[src/rtl/axi_read_protocol.sv]
// AXI read path (AR + R) as registered WAIT/COMMIT/ASSERT handshake FSMs; one burst outstanding.
// Request-to-handshake latency is 1 cycle when idle; a request arriving mid-burst is held in ASSERT until the burst ends.
module axi_read_protocol #(
    parameter int AW = 32,
    parameter int DW = 64
) (
    input  logic          axi_aclk,
    input  logic          rst,
    input  logic [AW-1:0] araddr_in,
    input  logic [7:0]    arlen_in,
    input  logic [2:0]    arsize_in,
    input  logic [1:0]    arburst_in,
    input  logic          arvalid_in,
    input  logic [DW-1:0] rdata_in,
    input  logic [1:0]    rresp_in,
    input  logic          rvalid_in,
    input  logic          rready_in,
    output logic [AW-1:0] axi_araddr,
    output logic [7:0]    axi_arlen,
    output logic [2:0]    axi_arsize,
    output logic [1:0]    axi_arburst,
    output logic          axi_arvalid,
    output logic          axi_arready,
    output logic [DW-1:0] axi_rdata,
    output logic [1:0]    axi_rresp,
    output logic          axi_rlast,
    output logic          axi_rvalid,
    output logic          axi_rready,
    output logic          r_busy,
    output logic          rd_err
);

    typedef enum logic [1:0] {
        ST_WAIT   = 2'b00,
        ST_COMMIT = 2'b01,
        ST_ASSERT = 2'b10
    } hs_state_e;

    hs_state_e     ar_state_q, ar_state_d, r_state_q, r_state_d;
    logic [AW-1:0] araddr_q, araddr_d;
    logic [7:0]    arlen_q, arlen_d;
    logic [2:0]    arsize_q, arsize_d;
    logic [1:0]    arburst_q, arburst_d;
    logic          arvalid_q, arvalid_d, arready_q, arready_d;
    logic [DW-1:0] rdata_q, rdata_d;
    logic [1:0]    rresp_q, rresp_d;
    logic          rlast_q, rlast_d, rvalid_q, rvalid_d, rready_q, rready_d;
    logic          r_busy_q, r_busy_d, rd_err_q, rd_err_d;
    logic [7:0]    beats_left_q, beats_left_d;
    logic [7:0]    beats_dec, r_beats;
    logic          r_eval_wait;

    always_comb begin
        ar_state_d   = ar_state_q;
        r_state_d    = r_state_q;
        araddr_d     = araddr_q;
        arlen_d      = arlen_q;
        arsize_d     = arsize_q;
        arburst_d    = arburst_q;
        arvalid_d    = arvalid_q;
        arready_d    = arready_q;
        rdata_d      = rdata_q;
        rresp_d      = rresp_q;
        rlast_d      = rlast_q;
        rvalid_d     = rvalid_q;
        rready_d     = rready_q;
        r_busy_d     = r_busy_q;
        rd_err_d     = rd_err_q;
        beats_left_d = beats_left_q;
        beats_dec    = (beats_left_q != 8'd0) ? beats_left_q - 8'd1 : 8'd0;
        r_beats      = beats_left_q;
        r_eval_wait  = 1'b0;

        case (ar_state_q)
            ST_WAIT: begin
                if (arvalid_in) begin
                    araddr_d  = araddr_in;
                    arlen_d   = arlen_in;
                    arsize_d  = arsize_in;
                    arburst_d = arburst_in;
                    arvalid_d = 1'b1;
                    arready_d = ~r_busy_q;
                    ar_state_d = r_busy_q ? ST_ASSERT : ST_COMMIT;
                end
            end
            ST_COMMIT: begin
                r_busy_d     = 1'b1;
                beats_left_d = arlen_q;
                rd_err_d     = 1'b0;
                arready_d    = 1'b0;
                // A request already waiting behind this one must wait for the new burst to drain.
                if (arvalid_in) begin
                    araddr_d   = araddr_in;
                    arlen_d    = arlen_in;
                    arsize_d   = arsize_in;
                    arburst_d  = arburst_in;
                    arvalid_d  = 1'b1;
                    ar_state_d = ST_ASSERT;
                end else begin
                    arvalid_d  = 1'b0;
                    ar_state_d = ST_WAIT;
                end
            end
            ST_ASSERT: begin
                if (!r_busy_q) begin
                    arready_d  = 1'b1;
                    ar_state_d = ST_COMMIT;
                end
            end
            default: ar_state_d = ST_WAIT;
        endcase

        case (r_state_q)
            ST_WAIT: r_eval_wait = 1'b1;
            ST_COMMIT: begin
                beats_left_d = beats_dec;
                if (rresp_q[1]) rd_err_d = 1'b1;
                if (rlast_q) begin
                    r_busy_d  = 1'b0;
                    rvalid_d  = 1'b0;
                    rready_d  = 1'b0;
                    rlast_d   = 1'b0;
                    r_state_d = ST_WAIT;
                end else begin
                    // Back-to-back beats: the next beat sees the already-decremented count.
                    r_eval_wait = 1'b1;
                    r_beats     = beats_dec;
                end
            end
            ST_ASSERT: begin
                if (rready_in) begin
                    rready_d  = 1'b1;
                    r_state_d = ST_COMMIT;
                end
            end
            default: r_state_d = ST_WAIT;
        endcase

        if (r_eval_wait) begin
            rready_d = rready_in;
            if (r_busy_q && rvalid_in) begin
                rdata_d   = rdata_in;
                rresp_d   = rresp_in;
                rvalid_d  = 1'b1;
                rlast_d   = (r_beats == 8'd0);
                r_state_d = rready_in ? ST_COMMIT : ST_ASSERT;
            end else begin
                rvalid_d  = 1'b0;
                rlast_d   = 1'b0;
                r_state_d = ST_WAIT;
            end
        end
    end

    always_ff @(posedge axi_aclk) begin
        if (rst) begin
            ar_state_q   <= ST_WAIT;
            r_state_q    <= ST_WAIT;
            araddr_q     <= '0;
            arlen_q      <= '0;
            arsize_q     <= '0;
            arburst_q    <= '0;
            arvalid_q    <= 1'b0;
            arready_q    <= 1'b0;
            rdata_q      <= '0;
            rresp_q      <= '0;
            rlast_q      <= 1'b0;
            rvalid_q     <= 1'b0;
            rready_q     <= 1'b0;
            r_busy_q     <= 1'b0;
            rd_err_q     <= 1'b0;
            beats_left_q <= '0;
        end else begin
            ar_state_q   <= ar_state_d;
            r_state_q    <= r_state_d;
            araddr_q     <= araddr_d;
            arlen_q      <= arlen_d;
            arsize_q     <= arsize_d;
            arburst_q    <= arburst_d;
            arvalid_q    <= arvalid_d;
            arready_q    <= arready_d;
            rdata_q      <= rdata_d;
            rresp_q      <= rresp_d;
            rlast_q      <= rlast_d;
            rvalid_q     <= rvalid_d;
            rready_q     <= rready_d;
            r_busy_q     <= r_busy_d;
            rd_err_q     <= rd_err_d;
            beats_left_q <= beats_left_d;
        end
    end

    assign axi_araddr  = araddr_q;
    assign axi_arlen   = arlen_q;
    assign axi_arsize  = arsize_q;
    assign axi_arburst = arburst_q;
    assign axi_arvalid = arvalid_q;
    assign axi_arready = arready_q;
    assign axi_rdata   = rdata_q;
    assign axi_rresp   = rresp_q;
    assign axi_rlast   = rlast_q;
    assign axi_rvalid  = rvalid_q;
    assign axi_rready  = rready_q;
    assign r_busy      = r_busy_q;
    assign rd_err      = rd_err_q;

endmodule

[config.mk]
export PLATFORM = sky130hd
export DESIGN_NAME = axi_read_protocol
export DESIGN_NICKNAME = d
export VERILOG_FILES = /design/src/rtl/axi_read_protocol.sv
export SDC_FILE = /design/constraint.sdc
export NUM_CORES = 1
export LEC_CHECK = 0
export ABC_AREA = 1
export CAP_MARGIN = 20
export CELL_PAD_IN_SITES_DETAIL_PLACEMENT = 1
export CELL_PAD_IN_SITES_GLOBAL_PLACEMENT = 1
export CORE_MARGIN = 2
export CORE_UTILIZATION = 35
export DETAILED_ROUTE_END_ITERATION = 10
export DONT_BUFFER_PORTS = 1
export PLACE_DENSITY_LB_ADDON = 0.1
export RECOVER_POWER = 50
export SYNTH_ARGS = -nofsm -noshare
export SYNTH_HDL_FRONTEND = slang
export SYNTH_SLANG_ARGS = --single-unit
[constraint.sdc]
create_clock -name axi_aclk -period 2.2 [get_ports axi_aclk]
set_input_delay 0.22 -clock axi_aclk [delete_from_list [all_inputs] [get_ports axi_aclk]]
set_output_delay 0.22 -clock axi_aclk [all_outputs]
set_load 0.05 [all_outputs]
======== Word-level counts from Yosys, hierarchy flattened ========
Index checks and enable logic that the tools add are counted.
word-level totals
  register bits ........................... 130
  bits of input ports ..................... 116
  output and inout bits ................... 118
  word-level logic and storage cells ...... 87
cells by class
  $add $sub $neg .......................... 1
  eq/ne operators ......................... 9
  muxes and demuxes ....................... 40
  bitwise logic cells ..................... 1
  reductions and logical operators ........ 20
operator list
  kind                                               number
  two-way mux 8 bit                                  5
  two-way mux 1 bit                                  20
  two-way mux 2 bit                                  9
  one-hot mux 2 bit (3 select lines)                 2
  AND reduction 2 bit                                5
  AND reduction 3 bit                                3
  logical NOT 8 bit                                  1
  nonzero test 2 bit                                 4
  nonzero test 8 bit                                 1
  subtractor 8 x 1 -> 8 bit (second input constant)  1
  != test 2 bit (second input constant)              3
  != test 3 bit (second input constant)              2
  one-hot mux 1 bit (2 select lines)                 3
  nonzero test 3 bit                                 2
  == test 2 x 1 -> 1 bit (second input constant)     2
  == test 2 bit (second input constant)              2
  logical NOT 2 bit                                  2
  one-hot mux 1 bit (3 select lines)                 1
  OR reduction 2 bit                                 1
  logical AND 1 bit                                  1
  inverter 1 bit                                     1

======== Depth between registers and ports, before layout ========
Gate-level depths: netlist of run 1.
  depth after elaboration ................. 7
  gate-level depth with buffers ........... 12
  mapped depth without buffers ............ 12

======== Worst setup path after synthesis of run 1 ========
No wires, ideal clock.
  path kind ............................... flip-flop to flip-flop
  from .................................... reg r_busy_q, in the netlist r_busy
  to ...................................... reg rdata_q[35], in the netlist axi_rdata[35]
  setup time .............................. 0.116 ns
  data arrival time ....................... 1.521 ns
  path slack .............................. 0.563 ns
  stages on the path, launching flop included .. 8
  buffers on the path ..................... 2
  clock period less this slack ............ 1.637 ns
  path through ............................ dfxtp_1 -> nand2_2 -> nor3_4 -> inv_2 -> buf_6 -> buf_6 -> nor2_1 -> nor2_1
on the way
  word-level cells in the longest chain between the ends .. 2
ends and longest elaborated chain
  element                        RTL line  text
  start, declared                48        logic r_busy_q, r_busy_d, rd_err_q, rd_err_d;
  start signal, assigned         187       r_busy_q <= r_busy_d;
  logical AND 1 bit              141       if (r_busy_q && rvalid_in) begin
  AND reduction 2 bit (no line)  -
  end signal, assigned           182       rdata_q <= rdata_d;
  end, declared                  45        logic [DW-1:0] rdata_q, rdata_d;
Every way passes these cells.
A chain may end at the register's enable or synchronous reset.

======== Final worst setup path of run 1 ========
  from .................................... reg r_busy_q, in the netlist r_busy
  to ...................................... reg arready_q, in the netlist axi_arready
on the way
  word-level cells in the longest chain between the ends .. 3
ends and longest elaborated chain
  element                             RTL line  text
  inverter 1 bit                      82        arready_d = ~r_busy_q;
  two-way mux 1 bit                   76        if (arvalid_in) begin
  one-hot mux 1 bit (3 select lines)  74        case (ar_state_q)
  end signal, assigned                181       arready_q <= arready_d;
  end, declared                       44        logic arvalid_q, arvalid_d, arready_q, arready_d;
Several ways; a longest one is shown, not always the timed one. The select of a mux whose other input is x is not followed.

==> metrics.csv, run 1 <==
stage,metric,value,unit
synth,synth-edff-count,0,
power_and_ir_drop,comb_power_share,21.2,%
synth,synth_area_per_cell,7.62,um^2
hold_path,hold_path_class,in2reg,
power_and_ir_drop,power.density,1460,mW/mm^2
sta,finalCritPeriodShare,82.8,%
sta,max_slew.worst_pin.slew,0.844,ns
clock_network,clk_path_buf_depth,2,
synth,yosys-top-cells-count,"nor2_1, dfxtp_1, o21ai_0, nand2_1, clkbuf_1",
placement,portBuffers,0,
global_route,grt_pass1_wl,25300,um
hold_path,min_from,araddr_in[2],
synth,synth-seq-area-share,52.6,%
clock_network,clk_pin_slew_worst_paths,0.05,ns
floorplanning,initial_core_util,35.8,%
layout,syn_to_final_growth,35.7,%
layout,drive_gt1_share,5.64,%
floorplanning,io_pins,234,
sta,fin_skew,0.00480,ns
power_and_ir_drop,clockPowerShare,27.7,%
synth,synth.area.top_cells,"dfxtp_1, nor2_1, o21ai_0, nand2_1, clkbuf_1",
sta,setup_tns,0,ns
layout,multiInputGateArea,0.00204,mm^2
placement,dpl_cell_area,0.00504,mm^2
routing,first_pass_iters,4,
synth,synthArstFlopShare,0,%
flow_run,drv_cap,0,
placement,place_congestion,0.799,
setup_path,cp-end-kind,flop,
sta,hold_viol,0,
global_route,track_usage,21.6,%
sta,slew_viol_final,0,
sta,rsz0062_at_grt,false,
sta,relSlewSlack,43.7,%
clock_network,cts_resized,0,
global_route,antenna_found_initial,0,
routing,vias_per_cell,5.02,
clock_network,numCtsBuffers,17,
setup_path,worst_ep_arrival_time,2.12,ns
floorplanning,die_w,123,um
setup_path,rr_worst_depth,8,
layout,regArea,0.00260,mm^2
routing,routed_wl,16300,um
clock_network,cts_hold_buf,109,
clock_network,clock_sinks,130,
global_route,grt_pass1_vias,5014,
placement,dp_hpwl,10100,um
routing,drt-initial-drc-count,209,
floorplanning,core,0.0138,mm^2
clock_network,tritoncts,yes,
run_status,status,finished clean,
power_and_ir_drop,peakVddDrop,0.691,mV
sta,max_freq,0.549,GHz
synth,synth-seq-cells,130,
layout,final_net_count,873,
setup_path,crit_fanout,4,
synth,post-synth-top-count-cell,nor2_1,
global_route,grt-ovfl-total,0,
synth,ys_warn_count,0,
layout,fillerInstances,1650,
power_and_ir_drop,seqPwrFrac,51.0,%
synth,synthCells,649,
clock_network,cts_root_buf,clkbuf_16,
synth,ys_types,28,
sta,setup_violations,0,
synth,syn-num-nets,771,
setup_path,crit_type,reg2reg,
global_route,grt_max_degree,68,
synth,synth_top_area_share,52.6,%
layout,diodes,0,
routing,remaining_drc_errors,0,
synth,ys.flop_type,dfxtp_1,
power_and_ir_drop,p_switching,4450,uW
clock_network,clk_latency,0.41,ns
setup_path,r2r-start,r_busy,
power_and_ir_drop,internal_power,5370,uW
power_and_ir_drop,leakage,0.00286,uW
clock_network,cts_setup_buffers,0,
placement,dp_cells,801,
hold_path,whs_path_depth,2,
floorplanning,row_count,43,
routing,ant_nets,0,
sta,layout_min_cycle_time,1.82,ns
setup_path,cp-startpoint,r_busy,
clock_network,h-tree-depth,4,
routing,wl_per_cell,17.3,um
layout,fin_area,0.00671,mm^2
setup_path,required,2.50,ns
layout,fin_cells,942,
synth,syn_area,0.00494,mm^2
routing,via_count,4733,
setup_path,critPathLaunchType,flop,
synth,synth_top_area_cell,dfxtp_1,
floorplanning,die_h,123,um
power_and_ir_drop,sw_frac_of_total,45.3,%
floorplanning,dieArea,0.0151,mm^2
-- placed cells by master, fill, tap and decap left out, drive strengths merged --
master / instances
dlygate4sd3: 110
o31ai: 1
clkinv: 5
nor2: 236
a211oi: 5
bufinv: 2
clkbuf: 27
nand3: 10
nand2: 44
inv: 25
a311oi: 2
nand4: 2
o21ai: 126
a31oi: 2
a21oi: 16
ha: 6
a221oi: 2
nor3: 1
buf: 8
o211ai: 1
dfxtp: 130
xor2: 1
-- registers in the layout (all words and copies together) (netlist names), 2 cells and up --
register / cells
ar_state_q: 2
axi_araddr: 32
axi_arburst: 2
axi_arlen: 8
axi_arsize: 3
axi_rdata: 64
axi_rresp: 2
beats_left_q: 8
r_state_q: 2
-- kinds of logic (layout without fill, tap and decap cells) --
family	after synthesis	count (layout)	share of synthesized area, %
simple gates	293	293	23.1
fa+ha+maj	6	6	1.52
compound gates	155	155	16.5
flops	130	130	52.6
xor+xnor	1	1	0.177
buf+inv	64	177	6.10
-- through the flow --
stage	worst slack, ns	util (%)	power (uW)	hold slack, ns
floorplan	0.563	-	6430	0.292
global placement	0.530	36.5	6880	0.288
detailed placement	0.409	36.5	6970	0.289
CTS	0.343	48.4	9870	0.000496
global route	0.195	48.5	10400	0.0244
finish	0.378	48.5	9820	0.0102
-- power groups by stage --
stage | clock [uW] | combinational [uW] | sequential, uW
final | 2720 | 2090 | 5010
after global routing | 2890 | 2390 | 5080
after CTS | 2770 | 2080 | 5020
after detailed placement | 0 | 1910 | 5060
after global placement | 0 | 1830 | 5050
after floorplan | 0 | 1480 | 4950
-- final cells by class --
class	count	area share, %
inverter	26	1.47
multi-input combinational	455	30.4
clock buffer	24	7.18
sequential	130	38.8
tap	180	3.36
clock inverter	6	1.19
timing repair buffer	121	17.7
-- critical path: stages (launching register included) --
cell      delay, ns
dfxtp_1        0.35
clkbuf_1       0.61
nand2_1        0.10
o21ai_0        0.17
inv_1          0.12
o21ai_0        0.10
inv_1          0.07
o21ai_0        0.14
a21oi_1        0.06
-- worst paths after layout --
path | end | slack [ns]
worst max-delay path | axi_arready | 0.38
worst min-delay path | axi_araddr[2] | 0.01
worst max register to register | axi_arready | 0.38
worst min register to register | beats_left_q[7] | 0.52
-- layer usage --
layer / GRT usage [%] / up-vias / share of wire (%)
li1: - / 2303 / -
met1: 23.7 / 2265 / 39
met2: 37.4 / 137 / 51
met3: 8.27 / 28 / 7.2
met4: 8.26 / 0 / 1.9
met5: 0 / - / 0
Power figures use the tool's default switching activity.
==> run 2: changes to the inputs <==
- clock period: 2.2 -> 1.75 ns (I/O delays scaled with it)
==> metrics.csv, run 2 (synthesis gave the netlist of run 1 again) <==
stage,metric,value,unit,change
clock_network,clk_pin_slew_worst_paths,0.06,ns,was 0.05 ns
clock_network,h-tree-depth,4,,unchanged
routing,ant_nets,0,,unchanged
layout,final_net_count,914,,was 873
sta,finalCritPeriodShare,92.7,%,was 82.8%
layout,fin_cells,985,,was 942
clock_network,clock_sinks,130,,unchanged
sta,fin_skew,0.00623,ns,was 0.00480 ns
global_route,track_usage,22.4,%,was 21.6%
floorplanning,io_pins,234,,unchanged
sta,setup_slack,0.128,ns,was 0.378 ns
routing,drt-initial-drc-count,191,,was 209
setup_path,cp-end-kind,flop,,unchanged
routing,via_count,4912,,was 4733
power_and_ir_drop,peakVddDrop,0.761,mV,was 0.691 mV
flow_run,drv_cap,0,,unchanged
routing,first_pass_iters,5,,was 4
setup_path,crit_fanout,45,,was 4
floorplanning,core,0.0138,mm^2,unchanged
floorplanning,dieArea,0.0151,mm^2,unchanged
routing,remaining_drc_errors,0,,unchanged
layout,final_common_cell,nor2_1,,unchanged
placement,dp_cells,837,,was 801
power_and_ir_drop,power.density,1850,mW/mm^2,was 1460 mW/mm^2
sta,hold_viol,0,,unchanged
layout,regArea,0.00260,mm^2,about the same
hold_path,whs_path_depth,3,,was 2
placement,dpl_worst_slack,0.129,ns,was 0.409 ns
sta,rsz0062_at_grt,false,,unchanged
routing,routed_wl,16900,um,was 16300 um
setup_path,critPathLaunchType,flop,,unchanged
power_and_ir_drop,leakage,0.00298,uW,was 0.00286 uW
layout,final_cell_mix,"nor2_1, dfxtp_1, o21ai_0, dlygate4sd3_1, nand2_1",,unchanged
run_status,status,finished clean,,unchanged
placement,portBuffers,0,,unchanged
placement,place_congestion,0.805,,was 0.799
routing,wl_per_cell,17.2,um,was 17.3 um
global_route,grt_max_degree,64,,was 68
sta,setup_tns,0,ns,unchanged
global_route,grt_pass1_vias,5197,,was 5014
floorplanning,row_count,43,,unchanged
sta,slew_viol_final,0,,unchanged
routing,vias_per_cell,4.99,,was 5.02
sta,max_slew.worst_pin.slew,0.781,ns,was 0.844 ns
floorplanning,die_w,123,um,unchanged
clock_network,clk_path_buf_depth,2,,unchanged
setup_path,crit_type,reg2reg,,unchanged
clock_network,clk_latency,0.42,ns,was 0.41 ns
setup_path,rr_worst_depth,9,,was 8
sta,relSlewSlack,48.0,%,was 43.7%
layout,syn_to_final_growth,42.1,%,was 35.7%
layout,largest_reg_flops,64,,unchanged
hold_path,hold_path_class,in2reg,,unchanged
global_route,grt-ovfl-total,0,,unchanged
clock_network,cts_root_buf,clkbuf_16,,unchanged
clock_network,tritoncts,yes,,unchanged
global_route,antenna_found_initial,0,,unchanged
setup_path,required,2.05,ns,was 2.50 ns
clock_network,numCtsBuffers,17,,unchanged
sta,setup_violations,0,,unchanged
sta,max_freq,0.617,GHz,was 0.549 GHz
layout,diodes,0,,unchanged
layout,drive_gt1_share,7.33,%,was 5.64%
global_route,grt_pass1_wl,26200,um,was 25300 um
floorplanning,die_h,123,um,unchanged
layout,multiInputGateArea,0.00205,mm^2,was 0.00204 mm^2
sta,layout_min_cycle_time,1.62,ns,was 1.82 ns
setup_path,worst_ep_arrival_time,1.92,ns,was 2.12 ns
layout,fillerInstances,1652,,was 1650
placement,dp_hpwl,10500,um,was 10100 um
floorplanning,initial_core_util,35.8,%,unchanged
==> run 2: cell count changes in the layout (fill, tap and decap cells not counted), sizes merged <==
cell / before / now
buf: 8 / 12
clkinvlp: 0 / 3
clkbuf: 27 / 56
dlygate4sd3: 110 / 113
bufinv: 2 / 4
clkinv: 5 / 7
==> run 2: worst paths after layout <==
kind	start	endpoint	slack, ns
worst max-delay path	ar_state_q[1]	axi_araddr[9]	0.13
worst max register to register	ar_state_q[1]	axi_araddr[9]	0.13
worst min register to register	rd_err	rd_err	0.49
worst min-delay path	arvalid_in	ar_state_q[0]	0.06
==> run 2: report_power, final <==
part	leakage, uW	total, uW	switching (uW)	internal [uW]
Combinational	0.00161	3590	2470	1120
Sequential	0.00107	5680	2020	3660
Clock	0.000299	3750	1330	2420
==> run 2: layout make-up <==
type | instances | area share (%)
multi-input cells | 455 | 29.2
repair buffers | 162 | 20.2
clock inverters | 13 | 2.62
flip-flops and latches | 130 | 37.1
clock buffers | 19 | 6.30
inverters | 26 | 1.41
well taps | 180 | 3.21
==> run 2: routing by layer <==
layer,vias up,global-route usage [%],wire [um],part of all wire (%)
met1,2327,24.6,6700,40
met2,159,38.1,8500,50
li1,2390,-,-,-
met4,0,11.4,513,3.0
met3,36,7.71,1180,7.0
met5,-,0,0,0
==> run 2: repair_timing <==
| item | CTS | global route |
|---|---|---|
| endpoints found under the hold margin | 127 | 0 |
| gates resized for setup | 0 | 6 |
| endpoints found under the setup margin | 0 | 33 |
| hold buffers | 113 | 0 |
| buffers inserted | 0 | 2 |
==> run 2: worst max-delay path: stages, from the launching register on <==
cell and delay (ns):
dfxtp_1 0.39, inv_1 0.11, ha_1 0.22, inv_1 0.09
nand2_1 0.11, nand2_4 0.11, clkinv_2 0.07, buf_12 0.17
nor2_1 0.14, nor2_1 0.07
==> run 2: through the flow <==
step | hold WS [ns] | area [um^2] | power (uW) | utilization (%)
3_3_place_gp | 0.242 | 5350 | 8950 | 38.7
6_report | 0.0567 | 7030 | 13000 | 50.8
2_1_floorplan | 0.247 | 4940 | 8090 | -
5_1_grt | 0.0619 | 7030 | 13700 | 50.8
3_5_place_dp | 0.243 | 5350 | 9100 | 38.7
4_1_cts | 0.0703 | 7110 | 13100 | 51.4
